--- src/rtl/core_run_controller_pkg.sv ---
// Shared definitions for the core run/halt sequencer: run-state encodings and halt-cause codes.
package core_run_controller_pkg;

    localparam int CNT_W_DEFAULT  = 32;
    localparam int STEP_W_DEFAULT = 8;

    typedef enum logic [1:0] {
        RUN_IDLE   = 2'd0,
        RUN_RUN    = 2'd1,
        RUN_STEP   = 2'd2,
        RUN_HALTED = 2'd3
    } run_state_t;

    typedef enum logic [2:0] {
        HALT_CAUSE_NONE  = 3'd0,
        HALT_CAUSE_HOST  = 3'd1,
        HALT_CAUSE_CORE  = 3'd2,
        HALT_CAUSE_LIMIT = 3'd3,
        HALT_CAUSE_STEP  = 3'd4
    } halt_cause_t;

    function automatic logic state_is_active(input run_state_t s);
        return (s == RUN_RUN) || (s == RUN_STEP);
    endfunction

endpackage

--- src/rtl/core_run_controller_run_cycle_counter.sv ---
// Saturating enabled-cycle counter with clear/increment; with CYCLE_LIMIT_EN it also flags
// the last cycle before the watchdog budget is reached.
module run_cycle_counter
    import core_run_controller_pkg::*;
#(
    parameter int CNT_W = CNT_W_DEFAULT
) (
    input  logic             clk,
    input  logic             reset,
    input  logic             i_clear,
    input  logic             i_inc,
    output logic [CNT_W-1:0] o_count
`ifdef CYCLE_LIMIT_EN
    ,
    input  logic [CNT_W-1:0] i_limit,
    output logic             o_limit_hit
`endif
);

    logic [CNT_W-1:0] r_count;

    // NOTE: sequential state uses non-blocking assignments so every flop samples pre-edge values.
    always_ff @(posedge clk or posedge reset) begin
        if (reset) begin
            r_count <= '0;
        end else if (i_clear) begin
            r_count <= '0;
        end else if (i_inc && (r_count != '1)) begin
            r_count <= r_count + 1'b1;
        end
    end

    assign o_count = r_count;

`ifdef CYCLE_LIMIT_EN
    // count+1 == limit, written so a saturated count can never match
    assign o_limit_hit = (i_limit != '0) && (r_count == (i_limit - 1'b1));
`endif

endmodule

--- src/rtl/core_run_controller.sv ---
// Run/halt sequencer producing the core clock enable from host and core requests.
// Optional watchdog halt is built when CYCLE_LIMIT_EN is defined.
module core_run_controller
    import core_run_controller_pkg::*;
#(
    parameter int CNT_W  = CNT_W_DEFAULT,
    parameter int STEP_W = STEP_W_DEFAULT
) (
    input  logic              clk,
    input  logic              reset,
    input  logic              start_req,
    input  logic              halt_req,
    input  logic              step_req,
    input  logic [STEP_W-1:0] step_count,
    input  logic              core_halt,
`ifdef CYCLE_LIMIT_EN
    input  logic [CNT_W-1:0]  cycle_limit,
`endif
    output logic              core_clk_en,
    output logic              running,
    output logic              halted,
    output logic [2:0]        halt_cause,
    output logic [CNT_W-1:0]  cycle_count,
    output logic              done_pulse
);

    run_state_t        r_state;
    halt_cause_t       r_cause;
    logic              r_run_en;
    logic              r_halted;
    logic              r_done;
    logic [STEP_W-1:0] r_step_left;

    run_state_t        w_next_state;
    halt_cause_t       w_next_cause;
    logic              w_clear;
    logic              w_load_step;
    logic              w_step_ok;
    logic [CNT_W-1:0]  w_count;
`ifdef CYCLE_LIMIT_EN
    logic              w_limit_hit;
`endif

    run_cycle_counter #(.CNT_W(CNT_W)) u_counter (
        .clk         (clk),
        .reset       (reset),
        .i_clear     (w_clear),
        .i_inc       (r_run_en),
        .o_count     (w_count)
`ifdef CYCLE_LIMIT_EN
        ,
        .i_limit     (cycle_limit),
        .o_limit_hit (w_limit_hit)
`endif
    );

    assign w_step_ok = step_req && (step_count != '0);

    // NOTE: every signal written here gets a default first, so no path can infer a latch.
    always_comb begin
        w_next_state = r_state;
        w_next_cause = r_cause;
        w_clear      = 1'b0;
        w_load_step  = 1'b0;
        case (r_state)
            RUN_IDLE: begin
                if (start_req) begin
                    w_next_state = RUN_RUN;
                    w_clear      = 1'b1;
                end else if (w_step_ok) begin
                    w_next_state = RUN_STEP;
                    w_load_step  = 1'b1;
                end
            end
            RUN_RUN: begin
                if (core_halt) begin
                    w_next_state = RUN_HALTED;
                    w_next_cause = HALT_CAUSE_CORE;
                end else if (halt_req) begin
                    w_next_state = RUN_HALTED;
                    w_next_cause = HALT_CAUSE_HOST;
`ifdef CYCLE_LIMIT_EN
                end else if (w_limit_hit) begin
                    w_next_state = RUN_HALTED;
                    w_next_cause = HALT_CAUSE_LIMIT;
`endif
                end
            end
            RUN_STEP: begin
                if (core_halt) begin
                    w_next_state = RUN_HALTED;
                    w_next_cause = HALT_CAUSE_CORE;
                end else if (halt_req) begin
                    w_next_state = RUN_HALTED;
                    w_next_cause = HALT_CAUSE_HOST;
                end else if (r_step_left == STEP_W'(1)) begin
                    w_next_state = RUN_HALTED;
                    w_next_cause = HALT_CAUSE_STEP;
                end else if (start_req) begin
                    w_next_state = RUN_RUN;
                end
            end
            RUN_HALTED: begin
                if (start_req) begin
                    w_next_state = RUN_RUN;
                    w_next_cause = HALT_CAUSE_NONE;
                end else if (w_step_ok) begin
                    w_next_state = RUN_STEP;
                    w_next_cause = HALT_CAUSE_NONE;
                    w_load_step  = 1'b1;
                end
            end
            default: begin
                w_next_state = RUN_IDLE;
                w_next_cause = HALT_CAUSE_NONE;
            end
        endcase
    end

    // Outputs are registered from the next state so they switch on the same edge as the state.
    always_ff @(posedge clk or posedge reset) begin
        if (reset) begin
            r_state     <= RUN_IDLE;
            r_cause     <= HALT_CAUSE_NONE;
            r_run_en    <= 1'b0;
            r_halted    <= 1'b0;
            r_done      <= 1'b0;
            r_step_left <= '0;
        end else begin
            r_state  <= w_next_state;
            r_cause  <= w_next_cause;
            r_run_en <= state_is_active(w_next_state);
            r_halted <= (w_next_state == RUN_HALTED);
            r_done   <= (w_next_state == RUN_HALTED) && (r_state != RUN_HALTED);
            if (w_load_step) begin
                r_step_left <= step_count;
            end else if (w_next_state == RUN_STEP) begin
                r_step_left <= r_step_left - 1'b1;
            end else begin
                r_step_left <= '0;
            end
        end
    end

    assign core_clk_en = r_run_en;
    assign running     = r_run_en;
    assign halted      = r_halted;
    assign halt_cause  = r_cause;
    assign cycle_count = w_count;
    assign done_pulse  = r_done;

endmodule

--- config.mk ---
export PLATFORM = sky130hd
export DESIGN_NAME = core_run_controller
export DESIGN_NICKNAME = d
export VERILOG_FILES = /design/src/rtl/core_run_controller_pkg.sv /design/src/rtl/core_run_controller_run_cycle_counter.sv /design/src/rtl/core_run_controller.sv
export SDC_FILE = /design/constraint.sdc
export NUM_CORES = 1
export LEC_CHECK = 0
export BUFFER_PORTS_ARGS = -buffer_cell sky130_fd_sc_hd__buf_2
export CORE_UTILIZATION = 51
export CTS_CLUSTER_DIAMETER = 50
export DETAILED_ROUTE_END_ITERATION = 7
export PLACE_DENSITY = 0.74
export SYNTH_ARGS = -nofsm -noshare
export SYNTH_HDL_FRONTEND = slang
export SYNTH_HIERARCHICAL = 1
export SYNTH_SLANG_ARGS = --single-unit
--- constraint.sdc ---
create_clock -name clk -period 2.6 [get_ports clk]
set_input_delay 0.26 -clock clk [delete_from_list [all_inputs] [get_ports clk]]
set_output_delay 0.26 -clock clk [all_outputs]
set_load 0.03 [all_outputs]
==> run metrics, run 1 <==
Yosys top cell area share=0.436; CTS Sinks=48; fillcell total=439; area of the multi-input gates=1440 sq um; flip-flop and latch area=1200 sq um; worst-path cell with the longest stage delay=dfrtp_1; Clock Latency Late Sink=300 ps; Least-Margin Pin Slew=600 ps; Max H-tree Level=2; Placement Setup Slack=183 ps; Cell Pwr Density=839 nW/um^2; Post-DRT Antenna Nets=0; Critical R2R Capture=r_step_left[4]$_DFF_PP0_; Max Cap Violations=0; global-route wire length before repair=9760 um; crit path max fanout=8; Detailed Routing Iterations Pass 1=4; Antenna Cells=0; Max Clock Freq=422 MHz; Total Nets Final=378; predominant post-synthesis flop cell=dfrtp_1; Post-Layout Cell Count=426; Reg-to-Reg Start=r_state[1]$_DFF_PP0_; sequential share of power=0.377; top layer in use=met4; CORE AREA=5170 sq um; count of final setup violators=0; met2 wire len=2950 um; port bufs=52; Mean Syn Cell Area=9.25 sq um; crit share post-route=0.911; # IOs=53; starting density of the core=0.533; FP Rows=26; clock slew seen by the registers of the worst setup and hold paths=90 ps; CTS max path bufs=2; placed insts=418; CP endpoint kind=flop; DRT iter0 DRCs=112; number of global-route vias before repair=2231; Critical Path End=r_step_left[4]$_DFF_PP0_; die width=75.5 um; Largest stage delay, worst path=420 ps; CP Buf/Inv Count=2; skew final=7.83 ps; post-detail-place hpwl=4230 um; crit start category=flop; Internal=1.57 mW; Final GP Congestion=0.883; worst path arrival time=2590 ps; number of cells on the worst reg-to-reg path=10; post-route cell area=3210 sq um; worst hold slack=29.2 ps; wire length on met1=2740 um; synth warn=6; WS Path Type=flop to flop; worst vdd ir=0.000675 V; gr usage total=0.222; max_slew headroom=0.599; Final Util=0.620; met3 routed WL=206 um; Setup crit start=r_state[1]$_DFF_PP0_; Root Buffer=clkbuf_8; Post-Synthesis Cells=298; Min Clock Period, post-route=2370 ps; library cells used by synthesis=50; routed wire length=5950 um; postcts setup bufs=0; die height=75.5 um; synthesized area=2760 sq um; via count=2457; Final WS setup=232 ps; setup TNS=0 ps; largest delay contributor family on the critical path=simple AND/OR/NAND/NOR gates; area leader, netlist=dfrtp_1; Clk network pwr share=0.172; register area share after synthesis=0.436; gr ovfl total=0; Final Hold Fails=0; pin count of the biggest net entering global routing=33; post-synthesis async set-or-reset flop share=1.00; EDFF count, synth=0; initial antenna violation count=0; WP depth=10; Yosys reg bits=48; most frequent cell after synthesis=dfrtp_1; crit path cell chain=inv_1 -> ha_1 -> or2_2 -> and2_1 -> a31oi_1 -> o311ai_1 -> inv_1 -> ha_2 -> nand2_1 -> o21ai_0; data required time of the worst path=2820 ps; RSZ-0062 raised after global routing=false; Total Die Area=5710 sq um; Final Power=2.69 mW; layout cells sized above 1=0.230; Post-synth top cells=dfrtp_1, a21oi_1, nand2_1, o21ai_0, inv_1; per-cell routed wire length=14.0 um; Area after DPL=3110 sq um; switching power total=1.12 mW; combinational fraction of design power=0.452; syn nets=321; status=finished, final reports clean; Sw Ratio=0.415; Vias/cell=5.77; Synth area leaders=dfrtp_1, a21oi_1, ha_1; CTS tree=built; R2R setup slack=230 ps; Num CTS Buffers=5; Remaining DRCs=0; Slew Limit Fails=0; crit-path most repeated cell=inv_1; HP Class=primary input to asynchronous set/reset pin; Layout Area Growth over Synthesis=16.3%; Lkg Pwr=1.47 nW
[worst min-delay path by stage]
stage               startpoint  slack (ps)  cells past startpoint                        to
detailed placement       reset         390                      2          halted$_DFF_PP0_
floorplan                reset         170                      1     core_clk_en$_DFF_PP0_
finish                   reset          30                      2  r_step_left[1]$_DFF_PP0_
global route             reset          90                      2  r_step_left[1]$_DFF_PP0_
CTS                      reset          50                      2          halted$_DFF_PP0_
global placement         reset         380                      2          halted$_DFF_PP0_
[sequential cells by signal, summed over array words and instances (netlist names)]
name and count:
u_counter/o_count 32, halt_cause 3, halted 1, r_state 2
done_pulse 1, r_step_left 8, core_clk_en 1
[area by class of cell]
class                      count  area share
clock buffer                   6      0.0258
multi-input combinational    223       0.450
sequential                    48       0.375
tap                           70      0.0273
inverter                      18      0.0211
timing repair buffer          59      0.0975
clock inverter                 2     0.00312
[what timing repair did]
item / 4_1_cts / 5_1_grt
hold buffers: 0 / 0
setup endpoints to repair: 0 / 6
resized for setup: 0 / 2
[placed cells by master, fill, tap and decap left out, drive strengths merged, types with 2 or more instances in the layout]
master   n
nand2   30
nand3   14
or2      2
nor2    14
xnor2    5
a21oi   30
clkbuf   6
or4     15
and2     4
mux2     2
o21ai   21
o311ai   3
inv     18
nor4     6
dfrtp   48
o31ai   15
clkinv   2
nor3     6
and4     4
and3     3
o41ai    2
ha       9
mux2i    2
buf     59
nand4    7
xor2     4
or3     13
[cell families (layout without fill, tap and decap cells)]
| kind of cell | Yosys count | in the layout | synth area share |
|---|---|---|---|
| AND/OR/NAND/NOR | 122 | 122 | 0.254 |
| AO/OA/AOI/OAI | 79 | 79 | 0.181 |
| flip-flops | 48 | 48 | 0.436 |
| buffers and inverters | 27 | 85 | 0.0417 |
| adder cells (fa/ha/maj) | 9 | 9 | 0.0408 |
| XOR/XNOR | 9 | 9 | 0.0286 |
| multiplexers | 4 | 4 | 0.0181 |
[power by group through the flow]
stage	sequential [mW]	combinational (mW)	clock [mW]
floorplan	1.15	0.797	0
global placement	1.02	1.17	0
detailed placement	1.02	1.20	0
CTS	1.01	1.21	0.474
global route	1.03	1.36	0.502
finish	1.01	1.22	0.462
[layer usage]
metal  up-vias  global-route usage
li1       1222                   -
met1      1179               0.277
met2        50               0.393
met3         6              0.0437
met4         0              0.0638
met5         -                   0
(Power assumes the default switching activity.)
==> run 2: changes to the inputs <==
- CORE_MARGIN: not set -> 4
- CORE_UTILIZATION: 51 -> 40
- PLACE_DENSITY: 0.74 -> not set
==> run 2 against run 1 <==
Routed wire length grew 7.1%; critical path type unchanged; hold slack got worse by 4.4 ps; highest routed layer unchanged; sequential share of layout area fell by 0.41 points.
==> run metrics, run 2 (synthesis gave the netlist of run 1 again) <==
Slew Limit Fails=0 (unchanged); gr usage total=0.153 (-0.0698); fillcell total=647 (+47%); starting density of the core=0.422 (-0.111); R2R setup slack=220 ps (about the same); Cell Pwr Density=860 nW/um^2 (+2.5%); CTS max path bufs=2 (unchanged); Final GP Congestion=0.844 (-4.4%); gr ovfl total=0 (unchanged); max reg flops=32 (unchanged); clock slew seen by the registers of the worst setup and hold paths=90 ps (about the same); Final WS setup=224 ps (-8.05 ps); status=finished, final reports clean; worst vdd ir=0.000688 V (+2.0%); Total Die Area=8290 sq um (+45%); Min Clock Period, post-route=2380 ps (+8.05 ps); Final Power=2.79 mW (+3.6%); crit share post-route=0.914 (+0.00310); postcts setup bufs=0 (unchanged); Clock Latency Late Sink=300 ps (about the same); crit start category=flop; # IOs=53 (unchanged); HP Class=primary input to asynchronous set/reset pin; setup TNS=0 ps (unchanged); Num CTS Buffers=5 (unchanged); Post-Layout Cell Count=434 (+1.9%); most frequent cells in the layout=buf_2, dfrtp_1, a21oi_1, nand2_1, o21ai_0; number of global-route vias before repair=2296 (+2.9%); placed insts=426 (+1.9%); CTS tree=built; max_slew headroom=0.597 (-0.00282); count of final setup violators=0 (unchanged); initial antenna violation count=0 (unchanged); Max Cap Violations=0 (unchanged); Total Nets Final=379 (+0.26%); routed wire length=6380 um (+7.1%); Final Hold Fails=0 (unchanged); Detailed Routing Iterations Pass 1=4 (unchanged); Hold Buf Count CTS=0 (unchanged); via count=2439 (-0.73%); cts repair resizes=0 (unchanged); CTS Sinks=48 (unchanged); worst path arrival time=2600 ps (about the same); crit path max fanout=14 (+6); Max Clock Freq=421 MHz (-0.34%); per-cell routed wire length=14.7 um (+5.1%); Critical R2R Capture=u_counter/o_count[30]$_DFFE_PP0P_; Remaining DRCs=0 (unchanged); skew final=5.99 ps (-1.84 ps); Max H-tree Level=2 (unchanged); die height=91.0 um (+21%); post-detail-place hpwl=4500 um (+6.3%); WS Path Type=flop to flop; number of cells on the worst reg-to-reg path=6 (-4); layout cells sized above 1=0.232 (+0.00216); CORE AREA=6530 sq um (+26%); Reg-to-Reg Start=u_counter/o_count[0]$_DFFE_PP0P_; Antenna Cells=0 (unchanged); DRT iter0 DRCs=149 (+33%); Post-DRT Antenna Nets=0 (unchanged); Placement Setup Slack=192 ps (+9.26 ps); Vias/cell=5.62 (-2.6%); RSZ-0062 raised after global routing=false; port bufs=52 (unchanged); FP Rows=29 (+12%); Layout Area Growth over Synthesis=17.6%; Lkg Pwr=1.48 nW (+0.54%); global-route wire length before repair=10600 um (+8.8%); commonest non-fill, non-tap cell in the layout=buf_2; Root Buffer=clkbuf_8; pin count of the biggest net entering global routing=33 (unchanged); data required time of the worst path=2830 ps (about the same); die width=91.0 um (+21%); Least-Margin Pin Slew=604 ps (+4.23 ps); CP endpoint kind=flop
run 2: cell count changes in the layout (fill, tap and decap cells not counted), sizes merged:
cell	previous run	this run
clkinvlp	0	1
bufinv	0	1
buf	59	60
clkinv	2	1
clkbuf	6	5
run 2: worst max-delay path, cell delays in order, from the launching register on:
cell     delay (ps)
dfrtp_1         410
ha_1            210
nand2_1         110
or4_4           470
or3_4           420
or4_1           490
a21oi_1         180
run 2: worst max path at each step:
stage                                startpoint                           endpoint  slack (ps)  depth (start not counted)
2_1_floorplan  u_counter/o_count[0]$_DFFE_PP0P_  u_counter/o_count[20]$_DFFE_PP0P_         180                          7
3_3_place_gp   u_counter/o_count[0]$_DFFE_PP0P_  u_counter/o_count[28]$_DFFE_PP0P_         290                          6
3_5_place_dp               r_state[0]$_DFF_PP0_           r_step_left[1]$_DFF_PP0_         190                         10
4_1_cts                    r_state[0]$_DFF_PP0_           r_step_left[4]$_DFF_PP0_         170                         10
5_1_grt                    r_state[1]$_DFF_PP0_           r_step_left[4]$_DFF_PP0_          10                         10
6_report       u_counter/o_count[0]$_DFFE_PP0P_  u_counter/o_count[30]$_DFFE_PP0P_         220                          6
run 2: area by class of cell:
class | instances | area (sq um) | area share
Inverter | 18 | 67.6 | 0.0208
Sequential cell | 48 | 1200 | 0.371
Tap cell | 77 | 96.3 | 0.0297
Timing Repair Buffer | 60 | 320 | 0.0988
Clock inverter | 3 | 42.5 | 0.0131
Multi-Input combinational cell | 223 | 1440 | 0.445
Clock buffer | 5 | 68.8 | 0.0212
run 2: metrics by stage:
step | area (sq um) | hold WS (ps) | util
3_3_place_gp | 3130 | 395 | 0.479
3_5_place_dp | 3130 | 387 | 0.479
5_1_grt | 3240 | 73.2 | 0.496
6_report | 3240 | 24.8 | 0.496
2_1_floorplan | 2760 | 174 | -
4_1_cts | 3240 | 38.6 | 0.496
run 2: power by group:
part | internal [mW] | switching (mW)
Combinational | 0.492 | 0.741
Sequential | 0.882 | 0.122
Clock | 0.285 | 0.265
run 2: metal layers:
metal	share of wire	global-route usage
met1	0.45	0.189
met2	0.50	0.271
met3	0.043	0.0314
met4	0.0094	0.0377
met5	0	0
